--- src/rtl/controle_irrigacao.sv ---
// Irrigation plant controller: debounced sensor inputs, reservoir level supervision,
// hysteretic inlet valve and a timed sprinkler/drip/rest sequencing FSM.
module controle_irrigacao #(
   parameter int DEB_CYC   = 4,
   parameter int SPR_TIME  = 16,
   parameter int DRIP_TIME = 32,
   parameter int REST_TIME = 8,
   parameter int CW        = 8
) (
   input  logic       clk,
   input  logic       reset,
   input  logic       H,
   input  logic       M,
   input  logic       L,
   input  logic       Ua,
   input  logic       Us,
   input  logic       T,
   input  logic       Ag,
   output logic       Ve,
   output logic       Bs,
   output logic       Vs,
   output logic       Al,
   output logic       E,
   output logic [1:0] estado
);

   typedef enum logic [1:0] {
      IDLE     = 2'd0,
      SPRINKLE = 2'd1,
      DRIP     = 2'd2,
      REST     = 2'd3
   } state_t;

   localparam int NIN = 7;
   localparam logic [3:0]    DEB_LAST  = 4'(DEB_CYC - 1);
   localparam logic [CW-1:0] SPR_LAST  = CW'(SPR_TIME - 1);
   localparam logic [CW-1:0] DRIP_LAST = CW'(DRIP_TIME - 1);
   localparam logic [CW-1:0] REST_LAST = CW'(REST_TIME - 1);

   // Bit order of the conditioned input vector: {H, M, L, Ua, Us, T, Ag}
   logic [NIN-1:0] raw;
   logic [NIN-1:0] sync1;
   logic [NIN-1:0] sync2;
   logic [NIN-1:0] filt;
   logic [3:0]     deb_cnt [NIN];

   logic f_h, f_m, f_l, f_ua, f_us, f_t, f_ag;
   logic [2:0] level;
   logic lvl_empty, lvl_low, lvl_mid, lvl_full, lvl_fault;

   logic alarm;
   logic fault_flag;
   logic valve;

   state_t        state;
   state_t        state_next;
   logic [CW-1:0] timer;

   assign raw = {H, M, L, Ua, Us, T, Ag};

   // A filtered bit only follows its synchronized copy after DEB_CYC consecutive disagreeing cycles
   always_ff @(posedge clk) begin
      if (reset) begin
         sync1 <= '0;
         sync2 <= '0;
         filt  <= '0;
         for (int i = 0; i < NIN; i++) deb_cnt[i] <= '0;
      end else begin
         sync1 <= raw;
         sync2 <= sync1;
         for (int i = 0; i < NIN; i++) begin
            if (sync2[i] != filt[i]) begin
               if (deb_cnt[i] == DEB_LAST) begin
                  filt[i]    <= sync2[i];
                  deb_cnt[i] <= '0;
               end else begin
                  deb_cnt[i] <= deb_cnt[i] + 4'd1;
               end
            end else begin
               deb_cnt[i] <= '0;
            end
         end
      end
   end

   assign {f_h, f_m, f_l, f_ua, f_us, f_t, f_ag} = filt;

   assign level     = {f_h, f_m, f_l};
   assign lvl_empty = (level == 3'b000);
   assign lvl_low   = (level == 3'b001);
   assign lvl_mid   = (level == 3'b011);
   assign lvl_full  = (level == 3'b111);
   assign lvl_fault = ~(lvl_empty | lvl_low | lvl_mid | lvl_full);

   // MID leaves the valve untouched so a filling reservoir does not chatter between LOW and FULL
   always_ff @(posedge clk) begin
      if (reset) begin
         alarm      <= 1'b0;
         fault_flag <= 1'b0;
         valve      <= 1'b0;
      end else begin
         fault_flag <= lvl_fault;
         alarm      <= lvl_fault | lvl_empty;
         if (lvl_fault || lvl_full)
            valve <= 1'b0;
         else if (lvl_empty || lvl_low)
            valve <= 1'b1;
      end
   end

   // Timer restarts on every state change so each phase lasts exactly its configured length
   always_ff @(posedge clk) begin
      if (reset) begin
         state <= IDLE;
         timer <= '0;
      end else begin
         state <= state_next;
         if (state_next != state)
            timer <= '0;
         else
            timer <= timer + 1'b1;
      end
   end

   always_comb begin
      state_next = state;
      case (state)
         IDLE: begin
            if (alarm || f_us)
               state_next = IDLE;
            else if (f_ua && (f_t || !f_m))
               state_next = DRIP;
            else if (f_ag)
               state_next = SPRINKLE;
         end
         SPRINKLE: begin
            if (alarm || f_us || !f_ag)
               state_next = REST;
            else if (timer == SPR_LAST)
               state_next = REST;
         end
         DRIP: begin
            if (alarm || f_us)
               state_next = REST;
            else if (timer == DRIP_LAST)
               state_next = REST;
         end
         REST: begin
            if (timer == REST_LAST)
               state_next = IDLE;
         end
         default: state_next = IDLE;
      endcase
   end

   assign Ve     = valve;
   assign Al     = alarm;
   assign E      = fault_flag;
   assign Bs     = (state == SPRINKLE);
   assign Vs     = (state == DRIP);
   assign estado = state;

endmodule

--- config.mk ---
export PLATFORM = sky130hd
export DESIGN_NAME = controle_irrigacao
export DESIGN_NICKNAME = d
export VERILOG_FILES = /design/src/rtl/controle_irrigacao.sv
export SDC_FILE = /design/constraint.sdc
export NUM_CORES = 1
export LEC_CHECK = 0
export CAP_MARGIN = 20
export CORE_ASPECT_RATIO = 1.25
export CORE_UTILIZATION = 37
export CTS_CLUSTER_DIAMETER = 200
export CTS_CLUSTER_SIZE = 20
export DETAILED_ROUTE_END_ITERATION = 8
export GPL_TIMING_DRIVEN = 0
export SLEW_MARGIN = 5
export SYNTH_ARGS = -nofsm -noshare
export SYNTH_HDL_FRONTEND = slang
export SYNTH_SLANG_ARGS = --single-unit
--- constraint.sdc ---
create_clock -name clk -period 2 [get_ports clk]
set_input_delay 0.3 -clock clk [delete_from_list [all_inputs] [get_ports clk]]
set_output_delay 0.3 -clock clk [all_outputs]
set_load 0.03 [all_outputs]
Yosys cells after proc, flatten, opt, wreduce, memory -nomap -nowiden
Memories as Yosys holds them, arrays and structs flattened.
Cells that the tools add are included.
{"block": "totals", "reg_bits": 34, "latchBits": 0, "ramBits": 28, "romBits": 0, "elab_cells": 201, "n_memories": 1}
{"memory": "deb_cnt", "words": 7, "width": 4, "rd": 7, "rd_ports_with_merged_regs": 0, "wr": 7, "line_no": "45", "source": "logic [3:0] deb_cnt [NIN];"}
{"block": "op_classes", "add_sub_neg": 8, "multipliers": 0, "n_div": 0, "magnitude_cmp": 0, "n_eq_ne": 24, "shift": 0, "mux": 109, "n_bitwise": 26, "n_reduce_logical": 19}
{"cell": "$mux W4", "count": 21}
{"cell": "$mux W1", "count": 79}
{"cell": "$add A4 B1 Y4 const B", "count": 7}
{"cell": "$eq A4 B2 Y1 const B", "count": 7}
{"cell": "$or A1 B1 Y1", "count": 25}
{"cell": "$mux W2", "count": 8}
{"cell": "$reduce_and A2 Y1", "count": 7}
{"cell": "$add A8 B1 Y8 const B", "count": 1}
{"cell": "$eq A8 B3 Y1 const B", "count": 1}
{"cell": "$eq A8 B4 Y1 const B", "count": 1}
{"cell": "$eq A8 B5 Y1 const B", "count": 1}
{"cell": "$pmux W2 S4", "count": 1}
{"cell": "$ne A1 B1 Y1", "count": 7}
{"cell": "$logic_or A1 B1 Y1", "count": 5}
{"cell": "$eq A2 B2 Y1 const B", "count": 2}
{"cell": "$reduce_or A2 Y1", "count": 2}
{"cell": "$eq A3 B1 Y1 const B", "count": 1}
{"cell": "$eq A3 B2 Y1 const B", "count": 1}
{"cell": "$eq A3 B3 Y1 const B", "count": 1}
{"cell": "$logic_not A3 Y1", "count": 1}
{"cell": "$eq A2 B1 Y1 const B", "count": 1}
{"cell": "$logic_not A1 Y1", "count": 2}
{"cell": "$logic_not A2 Y1", "count": 1}
{"cell": "$ne A2 B2 Y1", "count": 1}
{"cell": "2 further kinds", "count": 2}

Logic depth before layout (Yosys ltp)
{"block": "logic_depth", "word_depth": 8, "depth_mapped": 6, "ltp_nobuf": 5}

Least setup slack after synthesis
Ideal clock, no wire load.
{"block": "synth_timing", "path_type": "register to register", "startpoint": "register timer[0]", "endpoint": "register timer[2]", "setup_time_ps": 78, "t_arrival_ps": 1657, "path_slack_ps": 265, "stages_incl_launch_ff": 7, "n_path_buf": 1, "path_cell_list": "dfxtp_1 > ha_1 > and3_1 > clkbuf_1 > a31o_1 > a221o_2 > nor3_1"}
{"block": "synth_via", "elab_chain_len": 6}
{"element": "from (decl)", "line_no": "57", "source": "logic [CW-1:0] timer;"}
{"element": "from (signal assigned)", "line_no": "121", "source": "timer <= timer + 1'b1;"}
{"element": "$eq A8 B5 Y1 or $eq A8 B4 Y1 (tied branches)", "line_no": "145, 139"}
{"element": "$mux W2, on equally long branches", "line_no": "145, 139"}
{"element": "$mux W2, on equally long branches", "line_no": "143, 137"}
{"element": "$pmux W2 S4", "line_no": "127", "source": "case (state)"}
{"element": "$ne A2 B2 Y1", "line_no": "118", "source": "if (state_next != state)"}
{"element": "$reduce_or A2 Y1 (no line)"}
Parallel ways exist; a longest one is shown, timed or not.
A chain may end at the register's enable or synchronous reset.

Worst setup path in the final report
{"block": "layout_timing", "startpoint": "register timer[0]", "endpoint": "register timer[6]"}
Same word-level chain as after synthesis.

==> results.json <==
{
  "outcome": "complete, no violations",
  "grt_usage_pct": 12.1,
  "p_leak_nw": 1.22,
  "final_cell_mix": "nor2_1 (37), dfxtp_1 (34), edfxtp_1 (28), conb_1 (28), xnor2_1 (17)",
  "detail_route.first_pass.iterations": 3,
  "holdBufCountCts": 0,
  "pin_count": 16,
  "grt_pass1_wl_mm": 6.76,
  "fmax_ghz": 0.535,
  "cts-root-buf": "clkbuf_8",
  "vias": 1672,
  "finalCritPeriodShare_pct": 93.4,
  "die_h_um": 96.4,
  "hp-start": "sync1[5]",
  "initial_core_util_pct": 38.0,
  "path_max_fanout": 8,
  "required_ns": 2.25,
  "syn_inst": 234,
  "final_nets": 305,
  "rsz0062_at_grt": "no",
  "drv_slew": 0,
  "grt_pass1_vias": 1521,
  "rrSetupSlack_ns": 0.13,
  "critPathCaptureType": "flop",
  "crit_path_top_delay_cell": "a221o_2",
  "synth_seq_area_share_pct": 57.7,
  "p_per_area_nw_per_um2": 830,
  "grt_max_degree": 11,
  "yosysWarnings": 0,
  "hold_path_end": "sync2[5]",
  "antenna_found_initial": 0,
  "synth.ff_latch_count": 62,
  "path_clk_slew_ns": 0.06,
  "critical_path_class": "reg -> reg",
  "crit_chain": "ha_1 -> and3_1 -> clkbuf_1 -> a31o_1 -> a221o_2 -> nor3_1",
  "clk_latency_ns": 0.32,
  "maxCapViolCount": 0,
  "port_buffers": 15,
  "place.gp.congestion": 0.758,
  "clock_skew_ns": 0.00674,
  "cpPeakStageDelay_ns": 0.45,
  "vdd.ir_drop.worst_uv": 501,
  "die_area_sq_um": 7470,
  "numCtsBuffers": 9,
  "arrival_ns": 2.12,
  "drive_gt1_share_pct": 7.17,
  "holdPathStages": 1,
  "async_flop_share_pct": 0,
  "synth_edf_count": 28,
  "period_minus_slack_ns": 1.87,
  "fin_util_pct": 46.3,
  "reg2regPathDepth": 6,
  "post-dp-hpwl_mm": 2.97,
  "hold_viol": 0,
  "wl_per_cell_um": 10.6,
  "final_common_cell": "nor2_1",
  "drc": 0,
  "areaGrowthSynthToFinish_pct": 21.9,
  "rows": 34,
  "routed_wl_mm": 4.06,
  "nFillCells": 679,
  "die_w_um": 77.5,
  "cts_tree": "built",
  "htreeDepth": 3,
  "synth_cell_types": 35,
  "multi_input_comb_area_sq_um": 1180,
  "rr_startpoint": "timer[0]",
  "regToRegEndpoint": "timer[6]",
  "via_per_inst": 4.37,
  "avgSynthCellArea_sq_um": 11.3,
  "worstSetupStartpointType": "flop",
  "ys.flop_type": "dfxtp_1",
  "ant_nets": 0,
  "antenna_cells": 0,
  "syn-cell-area_sq_um": 2640,
  "coreArea_sq_um": 6930,
  "clock-sinks": 62,
  "setup_viol": 0,
  "clk_path_buf_depth": 2,
  "final-seq-area_sq_um": 1520,
  "holdCritPathClass": "reg -> reg",
  "drt_iter0_markers": 34,
  "grt_overflow": 0,
  "setup_tns_ns": 0
}
[registers in the layout, summed over array words and instances, names as in the netlist]
register / count
Al: 1
E: 1
timer: 8
deb_cnt: 28
Ve: 1
sync1: 7
filt: 7
estado: 2
sync2: 7
[routing by layer]
metal  track usage (%)  share of wire, %  routed length [um]  vias to the layer above
met3              3.70               2.9                 118                        8
met2              19.7                47                1920                       24
met5                 0                 0                   0                        -
met1              14.3                48                1940                      751
li1                  -                 -                   -                      889
met4              6.60               1.8                  73                        0
[stage by stage]
step                      setup WS, ns  power [mW]  std cells  hold WS [ns]  instance area [sq um]
after global routing           0.00337        2.81        383         0.462                   3210
after floorplan                  0.265        1.60        261         0.414                   2740
after detailed placement       -0.0682        1.67        366         0.423                   3000
after CTS                       0.0360        2.68        382         0.436                   3180
after global placement         -0.0705        1.67        366         0.428                   3000
final                            0.131        2.67        383         0.433                   3210
[cell usage after synthesis (all sizes together), types with 4 or more instances]
cell type | number | area share (%)
nor2b | 15 | 3.6
nor2 | 37 | 5.3
ha | 8 | 3.8
xor2 | 10 | 3.3
nor3b | 9 | 2.8
dfxtp | 34 | 26
xnor2 | 17 | 5.7
a21oi | 5 | 0.95
or3 | 8 | 1.9
nor3 | 9 | 1.7
clkbuf | 4 | 0.57
edfxtp | 28 | 32
nand3 | 10 | 1.9
inv | 8 | 1.1
mux2i | 7 | 2.7
[critical path: cells and delay by family (launching register included)]
family / cells / cell delay (ns)
compound gates: 2 / 0.69
simple gates: 2 / 0.38
flops: 1 / 0.33
fa+ha+maj: 1 / 0.24
buf+inv: 1 / 0.15
[what timing repair did]
item / in CTS / in global routing
cloned: 0 / 0
resized for setup: 1 / 3
setup buffers: 0 / 1
endpoints found under the setup margin: 1 / 8
pin swaps: 0 / 2
[cells by family (layout without fill, tap and decap cells)]
family          count (synthesis)  in the layout  synth area share, %
xor+xnor                       27             27                 8.97
simple gates                  101            101                 20.2
fa+ha+maj                       8              8                 3.80
buf+inv                        13             45                 1.90
mux                             7              7                 2.66
flops                          62             62                 57.7
other cells                     1             28                0.142
compound gates                 15             15                 4.56
[power breakdown]
group	internal, mW	total [mW]	switching [mW]
Clock	0.561	1.01	0.446
Combinational	0.113	0.234	0.121
Sequential	1.38	1.43	0.0439
Total	2.06	2.67	0.610
[worst max-delay path by stage]
| stage | from | endpoint | slack (ns) | cells after the start |
|---|---|---|---|---|
| 2_1_floorplan | timer[0] | timer[2] | 0.26 | 6 |
| 3_3_place_gp | reset | sync2[3] | -0.07 | 4 |
| 3_5_place_dp | reset | sync2[3] | -0.07 | 4 |
| 4_1_cts | estado[0] | Bs | 0.04 | 3 |
| 5_1_grt | timer[0] | timer[6] | 0.003 | 6 |
| 6_report | timer[0] | timer[6] | 0.13 | 6 |
[final cells by class]
type                            instances  share of cell area (%)
Tap cell                               90                    3.51
Multi-Input combinational cell        186                    36.6
Sequential cell                        62                    47.4
Inverter                                8                   0.935
Clock buffer                           10                    3.97
Clock inverter                          6                    1.64
Buffer                                  5                   0.623
Timing Repair Buffer                   16                    5.34
Power figures use the tool's default switching activity.
==> RTL change 1 (config.mk and constraints unchanged) <==
Reset style: asynchronous (`reset`), changed in 3 clocked blocks.
--- a/src/rtl/controle_irrigacao.sv
+++ b/src/rtl/controle_irrigacao.sv
@@ -59,7 +59,7 @@
    assign raw = {H, M, L, Ua, Us, T, Ag};
 
    // A filtered bit only follows its synchronized copy after DEB_CYC consecutive disagreeing cycles
-   always_ff @(posedge clk) begin
+   always_ff @(posedge clk or posedge reset) begin
       if (reset) begin
          sync1 <= '0;
          sync2 <= '0;
@@ -93,7 +93,7 @@
    assign lvl_fault = ~(lvl_empty | lvl_low | lvl_mid | lvl_full);
 
    // MID leaves the valve untouched so a filling reservoir does not chatter between LOW and FULL
-   always_ff @(posedge clk) begin
+   always_ff @(posedge clk or posedge reset) begin
       if (reset) begin
          alarm      <= 1'b0;
          fault_flag <= 1'b0;
@@ -109,7 +109,7 @@
    end
 
    // Timer restarts on every state change so each phase lasts exactly its configured length
-   always_ff @(posedge clk) begin
+   always_ff @(posedge clk or posedge reset) begin
       if (reset) begin
          state <= IDLE;
          timer <= '0;
Function: differs if reset is asserted again (counterexample within 4 cycles, from zero or initial values and one cycle with reset high); with reset held inactive, the same outputs for 10 cycles.
==> RTL change 1 against the original RTL <==
  * Count of clock-buffer cells in the layout is 4 higher
  * Worst hold slack worse by 0.086 ns
  * Worst setup slack better by 0.024 ns
  * Routed wire length is 10% lower
  * Cell count is 16% lower
  * Synthesized area is 4.2% lower
  * Cell area is 7.6% lower
  * Utilization is 1.1 points lower
  * Sequential cell count stayed put
Power is not compared: it rests on default switching activity, and its combinational part moved more than twofold at a synthesized area within 25%.
==> RTL change 1: results (changes against the original RTL) <==
STA:
- The worst clock skew is 0.00260 ns (-0.00414 ns).
- The worst hold margin came to 0.347 ns (-0.0856 ns).
- The maximum operating frequency is 542 MHz (+1.3%).

Worst hold path:
- The worst-case hold path end point is sync2[6].
- The worst hold path startpoint is sync1[6].

Routing:
- The violation count after the first detailed-routing iteration is 66 (+94%).
- The routed length per placed instance came to 11.3 um (+7.1%).
- The vias per cell is 4.79 (+9.8%).
- The length of the first detailed-routing pass in iterations was 4 (+1).

CTS:
- The number of cells upsized or downsized after cts came to 2 (+1).

Critical path:
- The number of cells on the worst reg-to-reg path is 5 (-1).
- The reg-to-reg setup timing slack is 0.19 ns (+0.06 ns).
- The signal arrival time at the worst endpoint was 1.54 ns (-0.58 ns).

Cells and area:
- The count of fill cells added during filler insertion was 616 (-9.3%).
- The post-layout instance count excluding filler cells is 321 (-16%).
- The area of the multi-input gates was 953 um^2 (-19%).
- The number of ordinary inverters in the final layout is 4 (-4).
- The sequential standard cell area is 0.00155 mm^2 (+2.0%).
- The multi-input logic cell count is 136 (-27%).
- The register share of the cell area came to 52.3% (+4.9 points).

Global routing:
- The total routing usage reported by global routing is 12.6% (+0.53 points).
- The pin count of the biggest net entering global routing is 34 (+23).

Placement:
- The half-perimeter wire length of the detailed placement result is 2.51 mm (-16%).
- The total placed instance area is 0.00280 mm^2 (-6.5%).
- The global placement routability congestion came to 0.722 (-4.8%).

Synth:
- The most instantiated flip-flop cell in the synthesis netlist is sky130_fd_sc_hd__dfrtp_1.
- The count of cell types in the netlist came to 29 (-17%).
- Ranked by instance count, the synthesized netlist is headed by sky130_fd_sc_hd__dfrtp_1 (62), sky130_fd_sc_hd__nor2_1 (15), sky130_fd_sc_hd__nor3_1 (15), sky130_fd_sc_hd__xnor2_1 (11).
- Ranked by total cell area, the synthesized netlist is headed by sky130_fd_sc_hd__dfrtp_1 (61%), sky130_fd_sc_hd__mux2_2 (4.5%), sky130_fd_sc_hd__ha_1 (4.0%).
- The share of synthesized flip-flops with an asynchronous set or reset was 100% (+100 points).
- The proportion of synthesized chip area in sequential cells was 61.5% (+3.7 points).
- The average size of a mapped cell is 12.4 um^2 (+10%).

Run status:
- The flow ran to the end, and the final reports show no timing, DRC or antenna violations.

Floorplanning:
- The count of standard-cell rows is 33 (-2.9%).
-- RTL change 1: cell types whose count changed after synthesis, sizes merged, moves of 8 or more --
cell | before | now
dfrtp | 0 | 62
dfxtp | 34 | 0
edfxtp | 28 | 0
mux2 | 0 | 10
nor2 | 37 | 15
or3 | 8 | 0
-- RTL change 1: routing by layer --
metal	vias to the layer above	global-route usage, %	wire length (um)
li1	754	-	-
met1	749	13.8	1630
met2	25	20.1	1750
met3	10	5.76	155
met4	0	6.94	101
met5	-	0	0
-- RTL change 1: critical path, cell delays in order, from the launching register on --
cell	delay, ns
sky130_fd_sc_hd__dfrtp_1	0.37
sky130_fd_sc_hd__clkbuf_1	0.19
sky130_fd_sc_hd__nand2b_1	0.22
sky130_fd_sc_hd__inv_1	0.06
sky130_fd_sc_hd__dlygate4sd2_1	0.38
-- RTL change 1: logic make-up after synthesis --
kind of cell / count (synthesis) / share of synthesized area, %
muxes: 10 / 4.46
adders and majority gates: 8 / 3.97
xor gates and xnor gates: 20 / 6.94
DFF: 62 / 61.5
AOI/OAI and AO/OA: 19 / 5.21
buffers and inverters: 5 / 0.743
and+or+nand+nor: 79 / 17.2
-- RTL change 1: power groups by stage --
stage,sequential (W),combinational [W],clock [W]
floorplan,0.00187,0.000700,0
finish,0.00181,0.00105,0.000929
global placement,0.00183,0.00105,0
CTS,0.00182,0.00107,0.000977
detailed placement,0.00184,0.00107,0
global route,0.00186,0.00119,0.00103
-- RTL change 1: worst max path at each step --
stage / endpoint / start / cells after the start
after floorplan: Al / reset / 1
after global placement: deb_cnt[9] / reset / 2
after detailed placement: timer[3] / timer[0] / 5
after CTS: Vs / estado[0] / 4
after global routing: timer[6] / timer[0] / 5
final: Vs / estado[0] / 4
==> RTL change 2 (same settings) <==
Without the edit above. `SPR_TIME`: 16 -> 8.
--- a/src/rtl/controle_irrigacao.sv
+++ b/src/rtl/controle_irrigacao.sv
@@ -2,7 +2,7 @@
 // hysteretic inlet valve and a timed sprinkler/drip/rest sequencing FSM.
 module controle_irrigacao #(
    parameter int DEB_CYC   = 4,
-   parameter int SPR_TIME  = 16,
+   parameter int SPR_TIME  = 8,
    parameter int DRIP_TIME = 32,
    parameter int REST_TIME = 8,
    parameter int CW        = 8
Function: same outputs for any inputs over 10 cycles, from zero or initial values and one cycle with reset high; that may be too few to reach the edited logic, so the function may still have changed.
==> RTL change 2 against the original RTL <==
  * Routed wire length shrank 1.5%
  * Count of clock-buffer cells in the layout grew 5
  * Sequential cell count is the same
  * Synthesized area grew 0.52%
  * Clock skew grew 0.0034 ns
  * Power shrank 5.7%
  * First-iteration DRC count grew to 2.7 times the old value
  * Non-clock buffer count shrank 2
  * Cell area shrank 0.93%
  * Worst setup slack gained 0.063 ns
  * Synthesized cell count shrank 1.3%
  * Critical endpoint is now estado[0]
  * Largest cell class unchanged
  * Highest routed layer unchanged
==> RTL change 2: results (changes against the original RTL) <==
Routing:
- The via total after detailed routing is 1668 (-0.24%).
- The total length of routed met3 wires is 127 um (+7.6%).
- The wire length on met2 is 1.97 mm (+2.3%).
- The violation count after the first detailed-routing iteration is 93 (+170%).
- The routed length per placed instance came to 10.5 um (-0.49%).
- The routed wire length is 4.00 mm (-1.5%).

Critical path:
- The worst setup path endpoint is estado[0].
- The highest net fanout along the worst path was 7 (-1).
- The signal arrival time at the worst endpoint is 1.51 ns (-0.61 ns).
- Tracing the worst setup path back leads to its startpoint at estado[0].
- The biggest cell delay along the critical path is 0.72 ns (+0.27 ns).

Power and ir drop:
- The leakage dissipation is 1.17 nW (-3.5%).
- The power of the combinational group is 0.000150 W (-36%).
- The internal portion of total power came to 0.00197 W (-4.3%).
- The portion of total power attributed to the clock network is 37.9% (about the same).
- The part of the power in registers is 56.2% (+2.7 points).
- The worst voltage drop across the vdd grid is 0.407 mV (-19%).

Worst hold path:
- The classification of the worst-slack hold path is flop to flop.

Placement:
- The total placed instance area is 0.00301 mm^2 (+0.46%).
- The pre-CTS setup slack was 0.0357 ns (+0.104 ns).
- The half-perimeter wire length of the detailed placement result came to 2.88 mm (-3.1%).
- The placed instance count is 363 (-0.82%).
- The global placement routability congestion was 0.755 (-0.40%).

Global routing:
- The met2 capacity usage during global routing is 21.3% (+1.6 points).
- The number of global-route vias before repair is 1662 (+9.3%).
- The met1 routing resource usage after global routing was 14.1% (-0.27 points).
- The total routing usage reported by global routing is 12.8% (+0.68 points).
- The wire length of the first global-routing pass came to 7.15 mm (+5.7%).
- The met3 track demand over resource came to 3.94% (+0.25 points).

Synth:
- The xor/xnor share of the synthesized area is 8.93% (-0.047 points).
- The proportion of synthesized chip area in sequential cells was 57.4% (-0.30 points).
- In the post-synthesis netlist, the biggest area contributors are sky130_fd_sc_hd__edfxtp_1 (32%), sky130_fd_sc_hd__dfxtp_1 (26%), sky130_fd_sc_hd__xnor2_1 (5.6%).
- The share of synthesized area spent on multiplexers is 2.65% (-0.014 points).
- Counting instances in the post-synthesis netlist gives the leading cell types as sky130_fd_sc_hd__nor2_1 (38), sky130_fd_sc_hd__dfxtp_1 (34), sky130_fd_sc_hd__edfxtp_1 (28), sky130_fd_sc_hd__nor2b_1 (17), sky130_fd_sc_hd__xnor2_1 (17).
- The count of cell types in the netlist was 29 (-17%).
- The arithmetic-cell share of the synthesized area counting full adders, half adders and majority gates is 3.78% (-0.020 points).

Run status:
- The run finished with clean final reports.

STA:
- The worst clock skew is 0.0101 ns (+0.00339 ns).
- The ratio of final minimum period to clock period came to 90.3% (-3.2 points).

Cells and area:
- The fraction of layout instances using a drive strength above 1 is 7.61% (+0.45 points).
- The count of fill cells added during filler insertion is 683 (+0.59%).
==> RTL change 2: cell types whose count changed after synthesis, sizes merged, moves of 2 or more <==
cell / delta
nor2b: +2
nor3: -5
nand2b: +2
nor4: +6
nor3b: -2
==> RTL change 2: timing repair <==
| item | 4_1_cts | 5_1_grt |
|---|---|---|
| setup buffers | 0 | 0 |
| setup endpoints to repair | 2 | 0 |
| hold buffers | 0 | 0 |
| gates resized for setup | 2 | 0 |
==> RTL change 2: layout make-up <==
class                           count  area (um^2)  area share, %
Sequential cell                    62         1520           47.8
Multi-Input combinational cell    185         1190           37.3
Timing Repair Buffer               15          148           4.64
Clock inverter                      1         5.00          0.157
Buffer                              4         16.3          0.511
Clock buffer                       15          166           5.23
Tap cell                           90          113           3.54
Inverter                            7         26.3          0.826
==> RTL change 2: cells by family after synthesis <==
group,Yosys count
and+or+nand+nor,102
AOI/OAI and AO/OA,13
DFF,62
xor gates and xnor gates,27
adders and majority gates,8
other,1
buffers and inverters,11
muxes,7
